==> src/rtl/axi_sys_bus_bridge.sv <==
// AXI4 single-beat slave bridging to the internal system register bus.
// Bursts are drained and answered with SLVERR; bus accesses time out after 2^TW cycles.
module axi_sys_bus_bridge #(
    parameter int AW = 32,
    parameter int DW = 32,
    parameter int IW = 4,
    parameter int LW = 4,
    parameter int TW = 5
) (
    input  logic            aclk_i,
    input  logic            arst_i,
    input  logic [IW-1:0]   awid_i,
    input  logic [LW-1:0]   awlen_i,
    input  logic [AW-1:0]   awaddr_i,
    input  logic            awvalid_i,
    output logic            awready_o,
    input  logic [DW-1:0]   wdata_i,
    input  logic [DW/8-1:0] wstrb_i,
    input  logic            wvalid_i,
    output logic            wready_o,
    output logic [IW-1:0]   bid_o,
    output logic [1:0]      bresp_o,
    output logic            bvalid_o,
    input  logic            bready_i,
    input  logic [IW-1:0]   arid_i,
    input  logic [LW-1:0]   arlen_i,
    input  logic [AW-1:0]   araddr_i,
    input  logic            arvalid_i,
    output logic            arready_o,
    output logic [IW-1:0]   rid_o,
    output logic [DW-1:0]   rdata_o,
    output logic [1:0]      rresp_o,
    output logic            rlast_o,
    output logic            rvalid_o,
    input  logic            rready_i,
    output logic [AW-1:0]   sys_addr_o,
    output logic [DW-1:0]   sys_wdata_o,
    output logic [DW/8-1:0] sys_sel_o,
    output logic            sys_wen_o,
    output logic            sys_ren_o,
    input  logic [DW-1:0]   sys_rdata_i,
    input  logic            sys_err_i,
    input  logic            sys_ack_i
);

    typedef enum logic [2:0] {
        S_IDLE, S_W_ACC, S_W_DRAIN, S_W_BUS, S_W_RESP, S_R_ACC, S_R_BUS, S_R_RESP
    } state_t;

    localparam logic [1:0]    RESP_OKAY   = 2'b00;
    localparam logic [1:0]    RESP_SLVERR = 2'b10;
    localparam logic [TW-1:0] TMO_MAX     = '1;

    state_t        state, state_n;
    logic [LW-1:0] beat, beat_n;   // beats still to move after the current one
    logic [TW-1:0] tmo_cnt;
    logic          in_bus, tmo_hit, bus_done;
    logic [1:0]    bus_resp;

    assign in_bus   = (state == S_W_BUS) || (state == S_R_BUS);
    assign tmo_hit  = (tmo_cnt == TMO_MAX);
    assign bus_done = sys_ack_i || tmo_hit;
    // An ack coinciding with the timeout still reports the slave's own status.
    assign bus_resp = (sys_ack_i && !sys_err_i) ? RESP_OKAY : RESP_SLVERR;

    always_comb begin
        // NOTE: defaults first so every path assigns state_n/beat_n and no latch is inferred.
        state_n = state;
        beat_n  = beat;
        case (state)
            S_IDLE: begin
                if (awvalid_i && wvalid_i) state_n = S_W_ACC;
                else if (arvalid_i)        state_n = S_R_ACC;
            end
            S_W_ACC: begin
                beat_n  = awlen_i;
                state_n = (awlen_i == '0) ? S_W_BUS : S_W_DRAIN;
            end
            S_W_DRAIN: begin
                if (wvalid_i) begin
                    beat_n = beat - LW'(1);
                    if (beat_n == '0) state_n = S_W_RESP;
                end
            end
            S_W_BUS:  if (bus_done) state_n = S_W_RESP;
            S_W_RESP: if (bready_i) state_n = S_IDLE;
            S_R_ACC: begin
                beat_n  = arlen_i;
                state_n = (arlen_i == '0) ? S_R_BUS : S_R_RESP;
            end
            S_R_BUS:  if (bus_done) state_n = S_R_RESP;
            S_R_RESP: begin
                if (rready_i) begin
                    if (beat == '0) state_n = S_IDLE;
                    else            beat_n  = beat - LW'(1);
                end
            end
            default: state_n = S_IDLE;
        endcase
    end

    // Handshake and strobe outputs are registered from the next state so they
    // line up exactly with the state they belong to.
    always_ff @(posedge aclk_i) begin
        if (arst_i) begin
            state       <= S_IDLE;
            beat        <= '0;
            tmo_cnt     <= '0;
            awready_o   <= 1'b0;
            wready_o    <= 1'b0;
            arready_o   <= 1'b0;
            bvalid_o    <= 1'b0;
            rvalid_o    <= 1'b0;
            rlast_o     <= 1'b0;
            sys_wen_o   <= 1'b0;
            sys_ren_o   <= 1'b0;
            bresp_o     <= RESP_OKAY;
            rresp_o     <= RESP_OKAY;
            bid_o       <= '0;
            rid_o       <= '0;
            rdata_o     <= '0;
            sys_addr_o  <= '0;
            sys_wdata_o <= '0;
            sys_sel_o   <= '0;
        end else begin
            // NOTE: non-blocking assignments so every flop samples pre-edge values.
            state <= state_n;
            beat  <= beat_n;

            if ((state_n == S_W_BUS || state_n == S_R_BUS) && state_n != state)
                tmo_cnt <= '0;
            else if (in_bus && !sys_ack_i)
                tmo_cnt <= tmo_cnt + TW'(1);

            awready_o <= (state_n == S_W_ACC);
            wready_o  <= (state_n == S_W_ACC) || (state_n == S_W_DRAIN);
            arready_o <= (state_n == S_R_ACC);
            bvalid_o  <= (state_n == S_W_RESP);
            rvalid_o  <= (state_n == S_R_RESP);
            rlast_o   <= (state_n == S_R_RESP) && (beat_n == '0);
            sys_wen_o <= (state_n == S_W_BUS) && (state != S_W_BUS);
            sys_ren_o <= (state_n == S_R_BUS) && (state != S_R_BUS);

            case (state)
                S_W_ACC: begin
                    bid_o       <= awid_i;
                    sys_addr_o  <= awaddr_i;
                    sys_wdata_o <= wdata_i;
                    sys_sel_o   <= wstrb_i;
                    bresp_o     <= (awlen_i == '0) ? RESP_OKAY : RESP_SLVERR;
                end
                S_W_BUS: if (bus_done) bresp_o <= bus_resp;
                S_R_ACC: begin
                    rid_o      <= arid_i;
                    sys_addr_o <= araddr_i;
                    sys_sel_o  <= '1;
                    rdata_o    <= '0;
                    rresp_o    <= (arlen_i == '0) ? RESP_OKAY : RESP_SLVERR;
                end
                S_R_BUS: begin
                    if (bus_done) begin
                        rdata_o <= sys_ack_i ? sys_rdata_i : '0;
                        rresp_o <= bus_resp;
                    end
                end
                default: ;
            endcase
        end
    end

endmodule

==> config.mk <==
export PLATFORM = sky130hd
export DESIGN_NAME = axi_sys_bus_bridge
export DESIGN_NICKNAME = d
export VERILOG_FILES = /design/src/rtl/axi_sys_bus_bridge.sv
export SDC_FILE = /design/constraint.sdc
export NUM_CORES = 1
export LEC_CHECK = 0
export ABC_CLOCK_PERIOD_IN_PS = 5300
export BUFFER_PORTS_ARGS = -buffer_cell sky130_fd_sc_hd__clkbuf_2
export CORE_ASPECT_RATIO = 1.5
export CORE_MARGIN = 2
export CORE_UTILIZATION = 25
export CTS_BUF_LIST = sky130_fd_sc_hd__clkbuf_8
export DETAILED_ROUTE_END_ITERATION = 12
export GPL_TIMING_DRIVEN = 0
export MAX_ROUTING_LAYER = met4
export SLEW_MARGIN = 10
export SYNTH_ARGS = -nofsm -noshare
export SYNTH_HDL_FRONTEND = slang
export SYNTH_SLANG_ARGS = --single-unit
==> constraint.sdc <==
create_clock -name aclk_i -period 5.3 [get_ports aclk_i]
set_input_delay 0 -clock aclk_i [delete_from_list [all_inputs] [get_ports aclk_i]]
set_output_delay 0 -clock aclk_i [all_outputs]
set_load 0.03 [all_outputs]
* After elaboration in Yosys (flattened, before gate mapping)
Index checks and enable logic that the tools add are counted.
** Cells by class
- Eq/ne operators :: 20
- Muxes and demuxes :: 27
- $add $sub $neg :: 2
- Reduce and logical (&&, ||, !) cells :: 25
** Operators by type and width (count)
- 32-bit case mux with 2 select lines :: 2
- 32-bit two-way mux :: 2
- 3-bit two-way mux :: 9
- 3-bit equality test (second input constant) :: 8
- 3-bit case mux with 8 select lines :: 1
- 4-bit zero test :: 5
- 4-bit case mux with 4 select lines :: 1
- 3-bit by 2-bit equality test with 1-bit output (second input constant) :: 4
- 4-bit two-way mux :: 3
- 2-bit two-way mux :: 4
- 2-bit case mux with 2 select lines :: 2
- 4-bit case mux with 2 select lines :: 1
- 1-bit logical AND :: 7
- 3-bit by 1-bit equality test with 1-bit output (second input constant) :: 2
- 2-bit nonzero test :: 3
- 5-bit by 1-bit adder with 5-bit output (second input constant) :: 1
- 5-bit equality test (second input constant) :: 1
- 1-bit logical OR :: 4
- 2-bit != test (second input constant) :: 2
- 2-bit AND reduction :: 2
- 4-bit by 1-bit subtractor with 4-bit output (second input constant) :: 1
- 3-bit zero test :: 1
- 3-bit by 2-bit != test with 1-bit output (second input constant) :: 1
- 3-bit != test :: 1
- 4 further kinds :: 6
** Word-level totals
- Register bits after elaboration :: 132

* Depth between registers and ports, before layout
- Depth after elaboration :: 9
- Gate-level depth with buffers :: 9
- Depth with buffers taken out :: 8

* Worst setup path after synthesis
Ideal clock, no wire load.
- Kind :: register to register
- Start :: register tmo_cnt[0]
- End :: register rlast_o
- Stages on the path, launching flop included :: 9
- Path buffers :: 0
- Arrival time :: 2021 ps
- Setup time :: 116 ps
- Period minus slack after synthesis :: 2137 ps
- Required time :: 5184 ps
- Path slack :: 3163 ps
- Cells stage by stage :: dfxtp_1 > ha_1 > and3_1 > ha_1 > nor2_1 > o21ai_1 > a2111oi_4 > a211oi_2 > and4_1
** Between the ends
- Cells in the longest elaborated chain, start to end :: 6
- Elaborated cells between the ends (all ways) :: 7
** Ends and longest elaborated chain
- start, declared :: line 56 : logic [TW-1:0] tmo_cnt;
- start signal, assigned :: line 133 : tmo_cnt <= tmo_cnt + TW'(1);
- 5-bit equality test * :: line 61 : assign tmo_hit = (tmo_cnt == TMO_MAX);
- 1-bit logical OR * :: line 62 : assign bus_done = sys_ack_i || tmo_hit;
- 3-bit two-way mux, on equally long branches :: line 91, 85
- 3-bit case mux with 8 select lines * :: line 70 : case (state)
- 3-bit equality test * :: line 140 : rlast_o <= (state_n == S_R_RESP) && (beat_n == '0);
- 1-bit logical AND * :: line 140
- end signal, assigned :: line 140
- end, declared :: line 33 : output logic rlast_o,
Every way passes the cells marked *; elsewhere a longest branch is shown, timed or not.
A chain may end at the register's enable or synchronous reset.

* Final worst setup path
- Start :: register tmo_cnt[0]
- End :: register rdata_o[25]
** Between the ends
- Cells in the longest elaborated chain, start to end :: 4
** Ends and longest elaborated chain
- 5-bit equality test :: line 61
- 1-bit logical OR :: line 62
- 2-bit != test (no source line)
- 2-bit AND reduction (no source line)
- end signal, assigned :: line 162 : rdata_o <= sys_ack_i ? sys_rdata_i : '0;
- end, declared :: line 31 : output logic [DW-1:0] rdata_o,
No other way between the ends.

==> metrics list <==
- Outcome: finished clean
* Count of pins over their slew limit: 0
* End of the worst register-to-register path: rdata_o[25]
- Maximum ir drop on the vdd rail: 243 µV
* Proportion of synthesized chip area in sequential cells: 46.6%
* Post-detailed-placement half-perimeter wirelength: 15100 µm
* Skew-Pair Late Insertion Delay: 450 ps
* Non-filler cells in the finished layout: 1362
* Detail Route Antenna Nets: 0
- CTS placed an instance of clkbuf_8 at the clock tree root.
* Total via count in the routed design: 6524
- Setup slack on the worst flop-to-flop path: 2460 ps
- Post-layout instance area: 9110 µm²
- Clock sinks: 130
- Summed over its instances, the top area cell type makes up 46.6% of the synthesized netlist area.
* Post-route fraction of the period consumed by the critical path: 53.6%
- Total detailed-routing wirelength: 21900 µm
- Data arrival at the endpoint of the critical path: 3220 ps
- The critical path is of the reg2reg type.
* Pin count of the biggest net entering global routing: 17
- Yosys printed 0 warnings.
- Total standard cell area after synthesis: 5590 µm²
- Initial Util: 25.2%
- Synthesized instance count: 640
- Startpoint class of the critical path: flop
- The floorplan step set the die height to 187 µm.
* Synth cell types: 59
* First-pass GRT wire length: 34200 µm
- The floorplan has 67 rows.
* Drt first-iter violations: 327
* Share of flip-flops with an asynchronous set or reset after synthesis: 0%
* Power density relative to cell area: 433 nW/µm²
* Post-CTS clock slew at the launch and capture registers of the worst setup and hold paths: 80 ps
- At the end of the flow the core is filled with cells to 41.2%.
- Upper clock frequency limit: 352 MHz
* Fill cells: 2239
* Worst Reg-to-Reg Cells: 9
- Number of vias per cell: 4.79
- Minimum clock period: 2840 ps
- Vias in the first global route: 6780
* Post-Place Cell Area: 7310 µm²
* Total grt overflow: 0
- The worst hold path was traced through 4 stages.
* CP Capture Type: flop
- TritonCTS clock tree: built
- In the final layout, the share of cells above drive strength 1 is 30.3%.
- Number of I/O port buffers: 274
- Top FF cell, synth: dfxtp_1
- Antenna diode instance count: 0
* Number of DRC violations after detailed routing: 0
- STA puts the critical path data required time at 5670 ps.
* Die Span X: 126 µm
- Worst rel slew slack: 47.6%
* R2R Path Start: tmo_cnt[0]
- Number of detailed-routing iterations run before antenna repair: 5
- The final hold violation count was 0.
- At the end of routability-driven placement, the weighted congestion stood at 0.891.
* Synth Area per Inst: 8.73 µm²
* Final setup TNS: 0 ps
* Worst Hold Class: in2reg
* All-layer global routing usage: 18.9%
* Maximum fanout count along the critical path: 10
- Setup repair after global routing missed its margin: no
- Final-report setup violation count: 0
- Most area-hungry cell type in the Yosys netlist: dfxtp_1
- Die area: 23600 µm²
- Largest clock skew in the final design: 16.5 ps
- In the final routed layout, each cell accounts on average for 16.1 µm.
- Counting tap cells, the placed design contains a total of 1191 instances.
- Layout-stage area growth over the synthesis result: 63.2%
* Number of antenna violations at the first check in global routing: 0
- Pin placement for this block handled 277 I/O pins.
* Pleak: 0.00393 µW
- Max Buffers Root-to-Sink: 2
- For the pin with the worst max-slew slack, the measured transition is 786 ps.
* Post-cts sizing count: 0
- Maximum Capacitance Violations: 0
* Flip-flop and latch count after synthesis: 130
- Clock H-tree levels: 4
- Nets: 1239
- The synthesized design contains 0 enable-type register cells.
* Min-delay src: wvalid_i
- Ranked by total cell area, the synthesized netlist is headed by dfxtp_1 (47%), mux2i_1 (6.5%), nor2_1 (6.3%).
- Hold Crit Endpoint: beat[0]
- The region available for standard cell placement spans 22100 µm².
- TritonCTS Buffers: 17
==> power by group <==
group / switching [µW] / internal, µW / leakage (µW)
Combinational: 1180 / 676 / 0.00268
Clock: 377 / 458 / 0.000194
Sequential: 106 / 1160 / 0.00106
==> through the flow <==
step                      hold WS, ps  setup slack (ps)  total power (µW)
final                            93.4              2460              3950
after global routing             86.4              2220              4190
after CTS                        22.0              2480              3960
after detailed placement          228              2500              2970
after global placement            223              2500              2960
after floorplan                   136              3160              2460
==> state kept, by name, summed over array words and instances (netlist names), 3 cells and up <==
| name | count |
|---|---|
| tmo_cnt | 5 |
| state | 3 |
| sys_sel_o | 4 |
| sys_addr_o | 32 |
| rid_o | 4 |
| beat | 4 |
| bid_o | 4 |
| sys_wdata_o | 32 |
| rdata_o | 32 |
==> cell usage after synthesis (all sizes together) (3+ instances only) <==
| cell | instances |
|---|---|
| a211oi | 35 |
| a21oi | 47 |
| a221oi | 3 |
| a22oi | 32 |
| and2 | 3 |
| and3 | 3 |
| buf | 26 |
| clkbuf | 24 |
| dfxtp | 130 |
| ha | 4 |
| inv | 10 |
| mux2 | 3 |
| mux2i | 36 |
| nand2 | 89 |
| nand2b | 4 |
| nand3 | 11 |
| nand3b | 3 |
| nor2 | 93 |
| nor3 | 15 |
| nor3b | 4 |
| nor4 | 3 |
| nor4b | 4 |
| o211ai | 11 |
| o21ai | 8 |
| o22ai | 4 |
| or3 | 3 |
| xnor2 | 3 |
| xor2 | 5 |
==> critical path, stage by stage, from the launching register on <==
cell	delay (ps)
dfxtp_1	340
ha_1	210
and3_1	180
ha_1	210
nor2_1	330
nor3_1	110
o21ai_1	610
clkbuf_1	490
a22oi_1	170
nor2_1	120
==> how the worst max path moves through the flow <==
| stage | start | to | slack (ps) | depth (start not counted) |
|---|---|---|---|---|
| 3_3_place_gp | tmo_cnt[0] | rdata_o[30] | 2500 | 9 |
| 3_5_place_dp | tmo_cnt[0] | rdata_o[29] | 2500 | 9 |
| 5_1_grt | tmo_cnt[0] | rdata_o[23] | 2220 | 9 |
| 2_1_floorplan | tmo_cnt[0] | rlast_o | 3160 | 8 |
| 4_1_cts | tmo_cnt[0] | rdata_o[25] | 2480 | 9 |
| 6_report | tmo_cnt[0] | rdata_o[25] | 2460 | 9 |
==> cells by family (layout without fill, tap and decap cells) <==
logic type	Yosys count	count (layout)	synth area share [%]
mux	39	39	7.06
other cells	1	2	0.0671
flops	130	130	46.6
compound gates	157	157	19.8
fa+ha+maj	4	4	0.896
simple gates	241	241	19.5
xor+xnor	8	8	1.25
buf+inv	60	505	4.86
==> cells in the final DEF (no fill, tap or decap), types with 3 or more instances in the layout <==
cell type and n:
bufinv_16 3, a22oi_1 32, and3_1 3, mux2i_1 36, o22ai_1 4, and2_1 3
nand2b_1 4, a211oi_1 34, buf_1 7, xor2_1 5, clkinv_2 3, nand3b_1 3
o21ai_1 3, o21ai_0 5, buf_4 4, clkbuf_8 18, clkbuf_1 24, inv_1 11
o211ai_1 11, ha_1 4, clkbuf_2 274, nor3b_1 4, or3_1 3, nand3_1 11
nand2_1 89, xnor2_1 3, buf_2 13, nor3_1 15, nor2_1 93, a21oi_1 46
nor4b_1 3, dlygate4sd3_1 144, dfxtp_1 130
==> area by class of cell <==
cell class	instances	area (µm²)	share of cell area, %
plain buffers	50	234	2.57
clock buffers	18	248	2.72
clock inverters	9	120	1.32
inverters	10	37.5	0.412
multi-input cells	451	2720	29.8
flip-flops and latches	130	2600	28.6
well taps	276	345	3.79
repair buffers	418	2810	30.9
==> repair_timing <==
item                                    in CTS  in global routing
setup buffers                                0                  0
endpoints found under the setup margin       0                  0
hold buffers                               144                  0
endpoints found under the hold margin      115                  0
==> per-layer routing <==
metal	GRT usage [%]	vias to the layer above	share of wire (%)
met1	19.3	3063	38
met3	3.66	57	5.1
met5	-	-	0
li1	-	3140	-
met2	33.6	264	53
met4	10.3	0	4.3
Note: power is estimated with default switching activity, not from simulation.
